**src/rtl/cam_stream_tx.sv**
```systemverilog
// Camera-sensor emulator: buffers a pixel stream in a FIFO and replays it with
// FRAME_VALID/LINE_VALID timing. Optional macro CAM_TX_TEST_PATTERN_EN adds an internal diagonal ramp.
module cam_stream_tx #(
    parameter int DATA_W     = 10,
    parameter int ACTIVE_W   = 640,
    parameter int ACTIVE_H   = 480,
    parameter int HBLANK     = 16,
    parameter int FV_LEAD    = 4,
    parameter int FV_TRAIL   = 4,
    parameter int VBLANK     = 32,
    parameter int FIFO_DEPTH = 16
) (
    input  logic              clk,
    input  logic              reset,
    input  logic              enable,
`ifdef CAM_TX_TEST_PATTERN_EN
    input  logic              pattern_en,
`endif
    input  logic [DATA_W-1:0] src_data,
    input  logic              src_sop,
    input  logic              src_valid,
    output logic              src_ready,
    output logic [DATA_W-1:0] pixel_data,
    output logic              line_valid,
    output logic              frame_valid,
    output logic              underflow,
    output logic [15:0]       frame_count
);

    localparam int AW     = $clog2(FIFO_DEPTH);
    localparam int COL_W  = (ACTIVE_W > 1) ? $clog2(ACTIVE_W) : 1;
    localparam int ROW_W  = (ACTIVE_H > 1) ? $clog2(ACTIVE_H) : 1;
    localparam int MAX_A  = (HBLANK > FV_LEAD) ? HBLANK : FV_LEAD;
    localparam int MAX_B  = (FV_TRAIL > VBLANK) ? FV_TRAIL : VBLANK;
    localparam int MAX_BL = (MAX_A > MAX_B) ? MAX_A : MAX_B;
    localparam int CNT_W  = $clog2(MAX_BL + 1);

    localparam logic [AW:0]       FULL_CNT = (AW+1)'(FIFO_DEPTH);
    localparam logic [AW-1:0]     PTR_ONE  = AW'(1);
    localparam logic [AW:0]       CNT_ONE1 = (AW+1)'(1);
    localparam logic [COL_W-1:0]  COL_LAST = COL_W'(ACTIVE_W - 1);
    localparam logic [COL_W-1:0]  COL_ONE  = COL_W'(1);
    localparam logic [ROW_W-1:0]  ROW_LAST = ROW_W'(ACTIVE_H - 1);
    localparam logic [ROW_W-1:0]  ROW_ONE  = ROW_W'(1);
    localparam logic [CNT_W-1:0]  CNT_ONE  = CNT_W'(1);
    localparam logic [CNT_W-1:0]  LEAD_LD  = CNT_W'(FV_LEAD - 1);
    localparam logic [CNT_W-1:0]  HBL_LD   = CNT_W'(HBLANK - 1);
    localparam logic [CNT_W-1:0]  TRAIL_LD = CNT_W'(FV_TRAIL - 1);
    localparam logic [CNT_W-1:0]  VBL_LD   = CNT_W'(VBLANK - 1);

    typedef enum logic [2:0] {
        S_IDLE, S_SYNC, S_LEAD, S_ACTIVE, S_HBL, S_TRAIL, S_VBL
    } state_t;

    logic [DATA_W:0]   r_mem [FIFO_DEPTH];
    logic [AW-1:0]     r_wr_ptr, r_rd_ptr;
    logic [AW:0]       r_count;
    state_t            r_state, w_next;
    logic [CNT_W-1:0]  r_cnt, w_cnt_n;
    logic [COL_W-1:0]  r_col, w_col_n;
    logic [ROW_W-1:0]  r_row, w_row_n;
    logic [DATA_W-1:0] r_pixel, w_pix_n;
    logic              r_lv, r_fv, r_underflow;
    logic [15:0]       r_frame_count;

    logic              w_full, w_empty, w_push, w_pop_fifo;
    logic              w_discard, w_want_px, w_pop_px, w_frame_done;
    logic [DATA_W:0]   w_head;
    logic              w_pat, w_start_pat;

    assign w_full     = (r_count == FULL_CNT);
    assign w_empty    = (r_count == '0);
    assign w_push     = src_valid && !w_full;
    assign w_pop_fifo = w_pop_px || w_discard;
    assign w_head     = r_mem[r_rd_ptr];

`ifdef CAM_TX_TEST_PATTERN_EN
    logic r_pat;
    assign w_pat       = r_pat;
    assign w_start_pat = pattern_en;

    always_ff @(posedge clk) begin
        if (reset)
            r_pat <= 1'b0;
        else if (r_state == S_IDLE)
            r_pat <= pattern_en;
    end
`else
    assign w_pat       = 1'b0;
    assign w_start_pat = 1'b0;
`endif

    // NOTE: the storage array is not reset; flushing only needs the pointers and count cleared.
    always_ff @(posedge clk) begin
        if (w_push)
            r_mem[r_wr_ptr] <= {src_sop, src_data};
    end

    always_ff @(posedge clk) begin
        if (reset) begin
            r_wr_ptr <= '0;
            r_rd_ptr <= '0;
            r_count  <= '0;
        end else begin
            if (w_push)     r_wr_ptr <= r_wr_ptr + PTR_ONE;
            if (w_pop_fifo) r_rd_ptr <= r_rd_ptr + PTR_ONE;
            case ({w_push, w_pop_fifo})
                2'b10:   r_count <= r_count + CNT_ONE1;
                2'b01:   r_count <= r_count - CNT_ONE1;
                default: r_count <= r_count;
            endcase
        end
    end

    // Outputs are registered from the next-state decision, so a pixel is popped
    // one cycle before it appears on the pins together with line_valid.
    always_comb begin
        // NOTE: every combinational output gets a default first so no latch is inferred.
        w_next       = r_state;
        w_cnt_n      = r_cnt;
        w_col_n      = r_col;
        w_row_n      = r_row;
        w_discard    = 1'b0;
        w_frame_done = 1'b0;
        case (r_state)
            S_IDLE: begin
                if (enable && w_start_pat) begin
                    w_next  = S_LEAD;
                    w_cnt_n = LEAD_LD;
                end else if (enable && !w_empty) begin
                    w_next = S_SYNC;
                end
            end
            S_SYNC: begin
                if (!w_empty) begin
                    if (w_head[DATA_W]) begin
                        w_next  = S_LEAD;
                        w_cnt_n = LEAD_LD;
                    end else begin
                        w_discard = 1'b1;
                    end
                end
            end
            S_LEAD: begin
                if (r_cnt == '0) begin
                    w_next  = S_ACTIVE;
                    w_col_n = '0;
                    w_row_n = '0;
                end else begin
                    w_cnt_n = r_cnt - CNT_ONE;
                end
            end
            S_ACTIVE: begin
                if (r_col == COL_LAST) begin
                    if (r_row == ROW_LAST) begin
                        w_next  = S_TRAIL;
                        w_cnt_n = TRAIL_LD;
                    end else begin
                        w_next  = S_HBL;
                        w_cnt_n = HBL_LD;
                        w_row_n = r_row + ROW_ONE;
                    end
                end else begin
                    w_col_n = r_col + COL_ONE;
                end
            end
            S_HBL: begin
                if (r_cnt == '0) begin
                    w_next  = S_ACTIVE;
                    w_col_n = '0;
                end else begin
                    w_cnt_n = r_cnt - CNT_ONE;
                end
            end
            S_TRAIL: begin
                if (r_cnt == '0) begin
                    w_next       = S_VBL;
                    w_cnt_n      = VBL_LD;
                    w_frame_done = 1'b1;
                end else begin
                    w_cnt_n = r_cnt - CNT_ONE;
                end
            end
            S_VBL: begin
                if (r_cnt == '0)
                    w_next = S_IDLE;
                else
                    w_cnt_n = r_cnt - CNT_ONE;
            end
            default: w_next = S_IDLE;
        endcase

        w_want_px = (w_next == S_ACTIVE) && !w_pat;
        w_pop_px  = w_want_px && !w_empty;

        w_pix_n = '0;
        if (w_next == S_ACTIVE) begin
            if (w_pat)
                w_pix_n = DATA_W'(w_col_n) + DATA_W'(w_row_n);
            else if (!w_empty)
                w_pix_n = w_head[DATA_W-1:0];
        end
    end

    always_ff @(posedge clk) begin
        if (reset) begin
            r_state       <= S_IDLE;
            r_cnt         <= '0;
            r_col         <= '0;
            r_row         <= '0;
            r_pixel       <= '0;
            r_lv          <= 1'b0;
            r_fv          <= 1'b0;
            r_underflow   <= 1'b0;
            r_frame_count <= '0;
        end else begin
            r_state <= w_next;
            r_cnt   <= w_cnt_n;
            r_col   <= w_col_n;
            r_row   <= w_row_n;
            r_pixel <= w_pix_n;
            r_lv    <= (w_next == S_ACTIVE);
            r_fv    <= (w_next == S_LEAD) || (w_next == S_ACTIVE) ||
                       (w_next == S_HBL)  || (w_next == S_TRAIL);
            if (w_want_px && w_empty)
                r_underflow <= 1'b1;
            if (w_frame_done)
                r_frame_count <= r_frame_count + 16'd1;
        end
    end

    assign src_ready   = !w_full;
    assign pixel_data  = r_pixel;
    assign line_valid  = r_lv;
    assign frame_valid = r_fv;
    assign underflow   = r_underflow;
    assign frame_count = r_frame_count;

endmodule

```
**config.mk**
```make
export PLATFORM = sky130hd
export DESIGN_NAME = cam_stream_tx
export DESIGN_NICKNAME = d
export VERILOG_FILES = /design/src/rtl/cam_stream_tx.sv
export SDC_FILE = /design/constraint.sdc
export NUM_CORES = 1
export LEC_CHECK = 0
export BUFFER_PORTS_ARGS = -buffer_cell sky130_fd_sc_hd__clkbuf_2
export CORE_MARGIN = 2
export CORE_UTILIZATION = 59
export DETAILED_ROUTE_END_ITERATION = 8
export PLACE_DENSITY_LB_ADDON = 0.15
export SYNTH_ARGS = -nofsm -noshare
export SYNTH_HDL_FRONTEND = slang
export SYNTH_SLANG_ARGS = --single-unit
export TNS_END_PERCENT = 20
```
**constraint.sdc**
```tcl
create_clock -name clk -period 7 [get_ports clk]
set_input_delay 0.35 -clock clk [delete_from_list [all_inputs] [get_ports clk]]
set_output_delay 0.35 -clock clk [all_outputs]
set_load 0.1 [all_outputs]
```
* Yosys cells after proc, flatten, opt, wreduce, memory -nomap -nowiden
Memory sizes are Yosys's and may differ from the RTL's. A register that Yosys moved wholly into a read port is not among the register bits.
Index checks and enable logic that the tools add are counted.
** Operators by class
- $mul :: 0
- Bitwise logic cells :: 1
- Order comparisons :: 0
- Muxes and demuxes :: 33
- Div/mod/pow operators :: 0
- Add/sub/neg operators :: 8
- Reductions and logical operators :: 23
- Equality and inequality tests :: 23
- Shifts and indexed selects :: 0
** Operators by type and width (number)
- 2-to-1 mux 6 bit :: 5
- 2-to-1 mux 9 bit :: 3
- one-hot mux 6 bit (4 select lines) :: 1
- 2-to-1 mux 3 bit :: 7
- 2-to-1 mux 10 bit :: 2
- one-hot mux 10 bit (2 select lines) :: 1
- one-hot mux 3 bit (6 select lines) :: 1
- one-hot mux 9 bit (2 select lines) :: 1
- adder 16 x 1 -> 16 bit (second input constant) :: 1
- equality test 3 bit (second input constant) :: 5
- != test 2 bit (second input constant) :: 7
- equality test 3 x 2 -> 1 bit (second input constant) :: 4
- 2-to-1 mux 4 bit :: 3
- adder 10 x 1 -> 10 bit (second input constant) :: 1
- equality test 10 bit (second input constant) :: 1
- one-hot mux 5 bit (2 select lines) :: 1
- adder 9 x 1 -> 9 bit (second input constant) :: 1
- equality test 9 bit (second input constant) :: 1
- adder 4 x 1 -> 4 bit (second input constant) :: 2
- 2-to-1 mux 1 bit :: 8
- zero test 6 bit :: 1
- nonzero test 2 bit :: 3
- OR reduction 3 bit :: 2
- subtractor 6 x 1 -> 6 bit (second input constant) :: 1
- 18 further kinds :: 25
** Storage, ports and cells
- Output and inout port bits :: 30
- ROM bits :: 0
- RAM bits :: 176
- Latch bits :: 0
- Register bits after elaboration :: 70
- Memories kept :: 1
** Memory list
- r_mem :: words 16, bits a word 11, rd ports 1, clocked after Yosys merged registers in 1, wr ports 1, line 55 : logic [DATA_W:0] r_mem [FIFO_DEPTH];

* Longest topological paths before layout
Gate-level depths: netlist of run 1.
- Depth in word-level cells :: 10
- Gate-level depth with buffers :: 18
- Mapped depth without buffers :: 17

* Worst setup path after synthesis of run 1
Ideal clock, no wire load.
- Kind :: reg2reg
- From :: register r_count[2]
- To :: register r_count[4]
- Path buffers :: 2
- Slack :: 3.145 ns
- Setup time :: 0.070 ns
- Cell stages (with the launch flop) :: 16
- Clock period less this slack :: 3.855 ns
- Data arrival time :: 3.784 ns
- Cells stage by stage :: dfxtp_1 > nor4_1 > nand2_1 > and2_1 > clkbuf_1 > inv_1 > ha_1 > clkbuf_1 > xor2_1 > ha_1 > o21a_1 > o22a_1 > a21oi_1 > xor2_1 > or3_1 > a21oi_1
** Between the ends
- Elaborated cells on any way between the ends :: 20
** RTL lines
- start, declared :: line 57 : logic [AW:0] r_count;
- start signal, assigned :: line 108 : 2'b10: r_count <= r_count + CNT_ONE1;
- start signal, assigned :: line 109 : 2'b01: r_count <= r_count - CNT_ONE1;
- start signal, assigned :: line 110 : default: r_count <= r_count;
- equality test 5 bit * :: line 71 : assign w_full = (r_count == FULL_CNT);
- zero test 1 bit *
- via src_ready :: line 22 : output logic src_ready,
- logical AND 1 bit * :: line 73 : assign w_push = src_valid && !w_full;
- equality test 2 x 1 -> 1 bit or equality test 2 bit (tied branches) :: line 107 : case ({w_push, w_pop_fifo})
- one-hot mux 5 bit (2 select lines) or nonzero test 2 bit (tied branches)
Mark *: on every way through the listed nets, which the timed path passes. The rest lies on a longest branch.
A chain may end at the register's enable or synchronous reset.

==> results.yml, run 1 <==
status:
  status: "finished clean"
timing:
  slew-limit-headroom: 0.235
  fmax_ghz: 0.232
  tightest_slew_ps: 1150
  rsz0062_at_grt: "no"
  finClkSkew_ps: 22.8
  period_needed_ps: 4310
  slew_viol_final: 0
  fin_tns_setup_ps: 0
  final_hold_viol_count: 0
  setup_violations: 0
  post-route-period-util: 0.616
min_path:
  whs_path_depth: 1
  holdCritPathClass: "input port to flip-flop"
cts:
  holdBufCountCts: 0
  cts_setup_buffers: 0
  cts_tree: "done"
  clock-sinks: 250
  insertion_delay_ps: 540
  ctsResizeCount: 0
  clockRootBuffer: "clkbuf_16"
  clk_path_buf_depth: 3
  clk_pin_slew_ps: 60
  h-tree-depth: 1
  numCtsBuffers: 26
routing:
  drtIter0Drc: 467
  ant_nets: 0
  vias: 6210
  drtPass1Iterations: 5
  drcViolationCount: 0
  wire_per_inst_um: 21.8
  wirelength_um: 22200
  vias_per_cell: 6.11
critical_path:
  critPathMaxStageDelay_ps: 770
  crit_slowest_cell: "dfxtp_2"
  path_class: "flip-flop to flip-flop"
  worstPathCellList: "buf_4, nor2_1, a22o_1, a211o_1, nand2_1, o32a_4, inv_1, ha_1, xor2_1, ha_1, o21a_1, o22a_1, a21oi_1, xor2_1, or3_1, a21oi_1"
  r2r_cells: 16
  critPathRequiredTime_ps: 7450
  cp-end-kind: "flip-flop"
  cp_max_fo: 28
  startpoint_type: "flip-flop"
  worst-endpoint-arrival_ps: 4770
synthesis:
  syn_area_mm2: 0.0104
  syn-mean-instance-area_um2: 14.6
  synth-edff-count: 176
  async_flop_share: 0
  synthMostInstantiatedCell: "edfxtp_1"
  synth_top_area_share: 0.506
  synthCells: 713
  yosys.area.top_type: "edfxtp_1"
  synth_area_leaders: "edfxtp_1, dfxtp_1, mux4_2"
  synth_common_cells: "edfxtp_1, dfxtp_1, nor2_1"
  synth_seq_cells: 250
  ys_types: 67
  ys_seq_area_frac: 0.648
  synth_fp_nets: 741
  ys.flop_type: "edfxtp_1"
  yosys_warnings: 0
finish:
  layout-drive-gt1-share: 0.219
  fin_nets: 799
  stdcell_count: 1016
  area_delta_synth_final_pct: 12.8
  n_antenna_cell: 0
floorplan:
  die_y_um: 137
  start_util: 0.604
  die-area_mm2: 0.0188
  die_x_um: 137
  rows: 48
  pin_count: 45
  coreArea_mm2: 0.0173
job:
  maxCapViolCount: 0
global_routing:
  grt_use_total: 0.245
  globalRouteOverflowTotal: 0
  grt_pass1_wl_um: 34400
  grt_pass1_vias: 6256
  grt_max_degree: 46
  antenna_found_initial: 0
place:
  port_buffers: 44
  numPlacedInstances: 968
  gp_congestion: 0.851
  dpl.hpwl_um: 13500
power:
  vdd_drop_max_mv: 0.301
  power_density_mw_per_mm2: 336
  p_leak_nw: 3.99
-- flip-flops by register name, indices dropped and copies added (netlist names), named ones only --
signal / flops
frame_count: 16
frame_valid: 1
line_valid: 1
pixel_data: 10
r_cnt: 6
r_col: 10
r_count: 5
r_mem: 176
r_rd_ptr: 4
r_row: 9
r_state: 3
r_wr_ptr: 4
underflow: 1
-- worst max-delay path: cells and delay by family, from the launching register on --
family                   cells  cell delay (ps)
AO/OA/AOI/OAI                7             1390
flip-flops                   1              770
buffers and inverters        2              640
AND/OR/NAND/NOR              3              600
adder cells (fa/ha/maj)      2              520
XOR/XNOR                     2              280
-- through the flow --
| step | total power, mW | utilization | cell area [µm²] | setup WS, ps | hold WS, ps |
|---|---|---|---|---|---|
| final | 3.96 | 0.681 | 11800 | 2690 | 204 |
| after global routing | 4.13 | 0.681 | 11800 | 2330 | 234 |
| after CTS | 3.98 | 0.681 | 11800 | 2630 | 200 |
| after detailed placement | 2.70 | 0.634 | 11000 | 2710 | 474 |
| after global placement | 2.67 | 0.634 | 11000 | 2810 | 460 |
| after floorplan | 2.50 | - | 10400 | 3150 | 438 |
-- report_power, final --
group	switching, mW	internal (mW)	total [mW]
Sequential	0.106	1.65	1.76
Clock	0.553	0.732	1.29
Combinational	0.575	0.342	0.917
Total	1.23	2.73	3.96
-- layout make-up --
cell class / instances / area, µm²
Timing Repair Buffer: 60 / 340
Fill cell: 1176 / 5520
Sequential cell: 250 / 6770
Multi-Input combinational cell: 424 / 3540
Tap cell: 225 / 282
Inverter: 9 / 33.8
Clock buffer: 37 / 732
Clock inverter: 11 / 80.1
-- worst paths after layout --
path / endpoint / slack (ps) / from
max: r_count[4] / 2690 / flip-flop
min: r_mem[8][9] / 200 / src_data[9]
max reg2reg: r_count[4] / 2690 / flip-flop
min reg2reg: r_col[6] / 480 / r_col[6]
-- routing by layer --
metal,GRT usage,wire length [µm],part of all wire
met5,0,0,0
met4,0.0756,612,0.028
met3,0.0359,1120,0.051
met2,0.439,11700,0.53
met1,0.308,8770,0.40
-- cells in the final DEF, fill, tap and decap left out, types with 7 or more instances in the layout --
| master | count |
|---|---|
| a21oi_1 | 25 |
| and2_1 | 7 |
| and3_1 | 8 |
| buf_4 | 16 |
| clkbuf_1 | 7 |
| clkbuf_16 | 26 |
| clkbuf_2 | 44 |
| dfxtp_1 | 72 |
| edfxtp_1 | 176 |
| ha_1 | 13 |
| inv_1 | 8 |
| mux2i_1 | 11 |
| mux4_2 | 50 |
| nand2_1 | 47 |
| nand2b_1 | 10 |
| nand3_1 | 15 |
| nand4_1 | 12 |
| nor2_1 | 59 |
| nor2b_1 | 19 |
| o21ai_0 | 23 |
| or3_1 | 9 |
| or4_1 | 7 |
| xor2_1 | 22 |
-- kinds of logic after synthesis --
group / after synthesis / share of synthesized area
and+or+nand+nor: 221 / 0.111
AOI/OAI and AO/OA: 97 / 0.0637
xor gates and xnor gates: 27 / 0.0226
DFF: 250 / 0.648
muxes: 66 / 0.124
adders and majority gates: 13 / 0.0156
buffers and inverters: 39 / 0.0153
Power figures use the tool's default switching activity.
==> run 2: changes to the inputs <==
- clock period: 7 -> 4.2 ns (I/O delays scaled with it)
==> run 2 against run 1 <==
Against the previous run:
- core utilization grew 1.5 points
- via count grew 1.8%
- clock-buffer cell count shrank 10
- cell count grew 1.2%
- worst setup slack lost 2300 ps
- maximum frequency grew 12%
- critical path type unchanged
- register-to-register slack lost 2300 ps
- clock power grew 98%
- hold slack lost 150 ps
- sequential power grew 64%
- first-iteration DRC count grew 21%
- wire length shrank 0.56%
- highest routed layer unchanged
==> results.yml, run 2 (same netlist as run 1, synthesis figures left out) <==
min_path:
  hp-start: "src_data[9]"
  hold_path_end: "r_mem[8][9]"
  holdCritPathClass: "input port to flip-flop"
  whs_path_depth: 1
critical_path:
  cp_max_fo: 8
  r2r_start: "r_cnt[0]"
  cp-startpoint: "r_cnt[0]"
  startpoint_type: "flip-flop"
  path_class: "flip-flop to flip-flop"
  reg2reg_slack_ps: 350
  cp-end-kind: "flip-flop"
  worst-endpoint-arrival_ps: 4300
  critPathRequiredTime_ps: 4650
  r2r_end: "r_count[4]"
  r2r_cells: 17
finish:
  post-route-util: 0.696
  largest_reg_flops: 176
  final_common_cell: "edfxtp_1"
  fillCellCount: 1141
  regMostFlops: "r_mem"
  n_antenna_cell: 0
  area_delta_synth_final_pct: 15.2
  fin_nets: 811
  final_cell_mix: "edfxtp_1, dfxtp_1, nor2_1, mux4_2, nand2_1"
  layout-drive-gt1-share: 0.235
cts:
  clk_path_buf_depth: 3
  clockRootBuffer: "clkbuf_16"
  cts_tree: "done"
  numCtsBuffers: 26
  clk_pin_slew_ps: 60
  clock-sinks: 250
  holdBufCountCts: 0
  insertion_delay_ps: 550
  h-tree-depth: 1
status:
  status: "finished clean"
floorplan:
  rows: 48
  pin_count: 45
  die_y_um: 137
  die_x_um: 137
  coreArea_mm2: 0.0173
  die-area_mm2: 0.0188
  start_util: 0.604
place:
  gp_congestion: 0.875
  port_buffers: 44
  dpl.hpwl_um: 13100
routing:
  ant_nets: 0
  drcViolationCount: 0
  wirelength_um: 22000
  vias_per_cell: 6.15
  drtPass1Iterations: 5
  vias: 6324
  wire_per_inst_um: 21.4
  drtIter0Drc: 564
timing:
  setup_violations: 0
  fmax_ghz: 0.260
  post-route-period-util: 0.916
  finClkSkew_ps: 21.9
  period_needed_ps: 3850
  final_hold_viol_count: 0
  slew_viol_final: 0
  tightest_slew_ps: 837
  slew-limit-headroom: 0.442
global_routing:
  grt_pass1_vias: 6184
  globalRouteOverflowTotal: 0
  grt_max_degree: 44
  antenna_found_initial: 0
  grt_pass1_wl_um: 34100
  grt_use_total: 0.243
power:
  vdd_drop_max_mv: 0.593
  power_density_mw_per_mm2: 591
  p_leak_nw: 4.12
  power_mw: 7.11
job:
  maxCapViolCount: 0
[run 2: where the power goes]
group,leakage [nW],total [mW],switching [mW],internal (mW)
Combinational,1.46,1.67,1.02,0.649
Sequential,2.19,2.89,0.137,2.76
Clock,0.468,2.55,0.970,1.58
Total,4.12,7.11,2.13,4.98
[run 2: worst max path at each step]
stage / end / slack, ps / cells past startpoint
after floorplan: r_count[4] / 350 / 15
after global placement: r_count[4] / 350 / 17
after detailed placement: r_count[4] / 140 / 17
after CTS: r_count[4] / 130 / 17
after global routing: r_count[4] / -30 / 17
final: r_count[4] / 350 / 17
[run 2: per-layer routing]
| metal | vias to the layer above | GRT usage | share of wire |
|---|---|---|---|
| met5 | - | 0 | 0 |
| met4 | 0 | 0.0893 | 0.033 |
| met3 | 53 | 0.0374 | 0.044 |
| met2 | 189 | 0.422 | 0.52 |
| met1 | 3184 | 0.311 | 0.40 |
| li1 | 2898 | - | - |
[run 2: final cells by class]
type / instances / area, µm² / area share
repair buffers: 72 / 430 / 0.0358
flip-flops and latches: 250 / 6770 / 0.562
inverters: 9 / 33.8 / 0.00281
well taps: 225 / 282 / 0.0234
clock buffers: 27 / 654 / 0.0544
multi-input cells: 424 / 3550 / 0.295
clock inverters: 21 / 315 / 0.0262
[run 2: critical path: stages (launching register included)]
cell and delay (ps):
dfxtp_1 360, inv_1 80, ha_1 240, or3b_4 280, o21ai_1 140, a221oi_4 350, a21oi_4 90, o32a_4 400
inv_1 90, ha_2 280, xor2_1 170, ha_1 190, a21boi_0 220, o22a_1 190, a21oi_1 80, xor2_1 150
or3_1 310, a21oi_1 130
[run 2: per-stage QoR]
step	cell area [µm²]	instances	setup TNS (ps)	setup WS (ps)	hold WS [ps]
final	12000	1028	0	352	51.1
after global routing	12000	1028	-26.9	-26.9	88.8
after CTS	12000	1022	0	126	44.3
after detailed placement	11000	974	0	145	468
after global placement	11000	974	0	351	460
after floorplan	10400	713	0	345	309
[run 2: what timing repair did]
item,in CTS,in global routing
setup buffers,0,6
endpoints found under the setup margin,0,1
resized for setup,0,3
==> run 3: changes to the inputs <==
- clock period: 4.2 -> 4.6 ns (I/O delays scaled with it)
==> run 3 against run 2 <==
Against the previous run:
- critical path depth unchanged
- die area unchanged
- worst setup slack better by 130 ps
- core utilization decreased by 1.2 points
- power down 14%
- clock-buffer cell count increased by 9
- clock power shrank 22%
- non-clock buffer count decreased by 8
- sequential cell count unchanged
- combinational power fell by 14%
- global-route usage shrank 0.20 points
- wire length is 0.80% higher
- critical path type unchanged
- highest routed layer unchanged
==> results.yml, run 3 (same netlist as run 1, synthesis figures left out) <==
routing:
  drtPass1Iterations: 5
  drtIter0Drc: 541
  wire_per_inst_um: 21.7
  vias: 6314
  wirelength_um: 22200
  drcViolationCount: 0
  vias_per_cell: 6.18
  ant_nets: 0
timing:
  rsz0062_at_grt: "no"
  finClkSkew_ps: 17.9
  final_hold_viol_count: 0
  setup_violations: 0
  timing.hold.ws_ps: 72.5
  post-route-period-util: 0.896
  fmax_ghz: 0.243
  slew-limit-headroom: 0.368
  slew_viol_final: 0
  setup_slack_ps: 478
  tightest_slew_ps: 947
  fin_tns_setup_ps: 0
  period_needed_ps: 4120
finish:
  area_delta_synth_final_pct: 13.2
  post-route-util: 0.684
  final_cell_mix: "edfxtp_1, dfxtp_1, nor2_1, mux4_2, nand2_1"
  final_common_cell: "edfxtp_1"
  fillCellCount: 1173
  largest_reg_flops: 176
  fin_nets: 804
  layout-drive-gt1-share: 0.223
  stdcell_count: 1022
  n_antenna_cell: 0
  stdcell_area_mm2: 0.0118
  regMostFlops: "r_mem"
floorplan:
  start_util: 0.604
  coreArea_mm2: 0.0173
  die_x_um: 137
  die-area_mm2: 0.0188
  pin_count: 45
  rows: 48
  die_y_um: 137
critical_path:
  worstPathCellList: "inv_1, ha_1, nor3b_4, nand2_1, a21oi_1, a21oi_4, o32a_4, inv_1, ha_1, xor2_1, ha_1, o21a_1, o22a_1, a21oi_1, xor2_1, or3_1, a21oi_1"
  critPathMaxStageDelay_ps: 420
  worst-endpoint-arrival_ps: 4570
  cp-end-kind: "flip-flop"
  path_class: "flip-flop to flip-flop"
  critPathRequiredTime_ps: 5050
  crit_slowest_cell: "o32a_4"
  cp_max_fo: 17
  startpoint_type: "flip-flop"
power:
  vdd_drop_max_mv: 0.394
  p_leak_nw: 4.03
  power_mw: 6.09
  power_density_mw_per_mm2: 515
cts:
  insertion_delay_ps: 550
  cts_tree: "done"
  holdBufCountCts: 0
  h-tree-depth: 1
  clk_pin_slew_ps: 60
  numCtsBuffers: 27
  clockRootBuffer: "clkbuf_16"
  clk_path_buf_depth: 3
  cts_setup_buffers: 0
  clock-sinks: 250
  ctsResizeCount: 0
place:
  dpl.hpwl_um: 13600
  dpl_cell_area_mm2: 0.0110
  port_buffers: 44
  gp_congestion: 0.855
  dpl_worst_slack_ps: 554
  numPlacedInstances: 972
status:
  status: "finished clean"
global_routing:
  globalRouteOverflowTotal: 0
  grt_pass1_vias: 6227
  grt_use_total: 0.241
  antenna_found_initial: 0
  grt_max_degree: 44
  grt_pass1_wl_um: 33900
min_path:
  holdCritPathClass: "input port to flip-flop"
job:
  maxCapViolCount: 0
[run 3: cell types whose count changed in the layout (fill, tap and decap cells not counted), sizes merged]
| cell | previous run | this run |
|---|---|---|
| clkbuf | 71 | 80 |
| clkinv | 12 | 14 |
| bufinv | 7 | 0 |
| clkinvlp | 2 | 0 |
| buf | 28 | 20 |
[run 3: final cells by class]
class                      count  area [µm²]  area share
clock buffer                  36         739      0.0625
clock inverter                14        92.6     0.00783
inverter                       9        33.8     0.00286
multi-input combinational    424        3540       0.299
sequential                   250        6770       0.573
tap                          225         282      0.0238
timing repair buffer          64         370      0.0313
[run 3: per-layer routing]
metal  up-vias  part of all wire  global-route usage  routed length, µm
met4         0             0.035              0.0888                783
met2       190              0.52               0.430              11500
li1       2885                 -                   -                  -
met1      3184              0.40               0.297               8870
met3        55             0.048              0.0385               1080
met5         -                 0                   0                  0
[run 3: path summary, 6_finish.rpt]
path	startpoint	end	slack [ps]	cells after the start
max	r_cnt[0]	r_count[4]	480	17
min	src_data[9]	r_mem[9][9]	70	1
max reg2reg	r_cnt[0]	r_count[4]	480	17
min reg2reg	r_col[6]	r_col[6]	470	2
[run 3: where the power goes]
part / internal, mW / switching [mW] / leakage (nW)
clock: 1.14 / 0.864 / 0.418
sequential: 2.52 / 0.132 / 2.19
combinational: 0.519 / 0.917 / 1.42
total: 4.17 / 1.91 / 4.03
[run 3: worst max-delay path, delay by kind of cell (launching register included)]
| kind | cells | cell delay, ps |
|---|---|---|
| AOI/OAI and AO/OA | 7 | 1640 |
| and+or+nand+nor | 3 | 840 |
| adders and majority gates | 3 | 810 |
| DFF | 1 | 330 |
| xor gates and xnor gates | 2 | 230 |
| buffers and inverters | 2 | 190 |
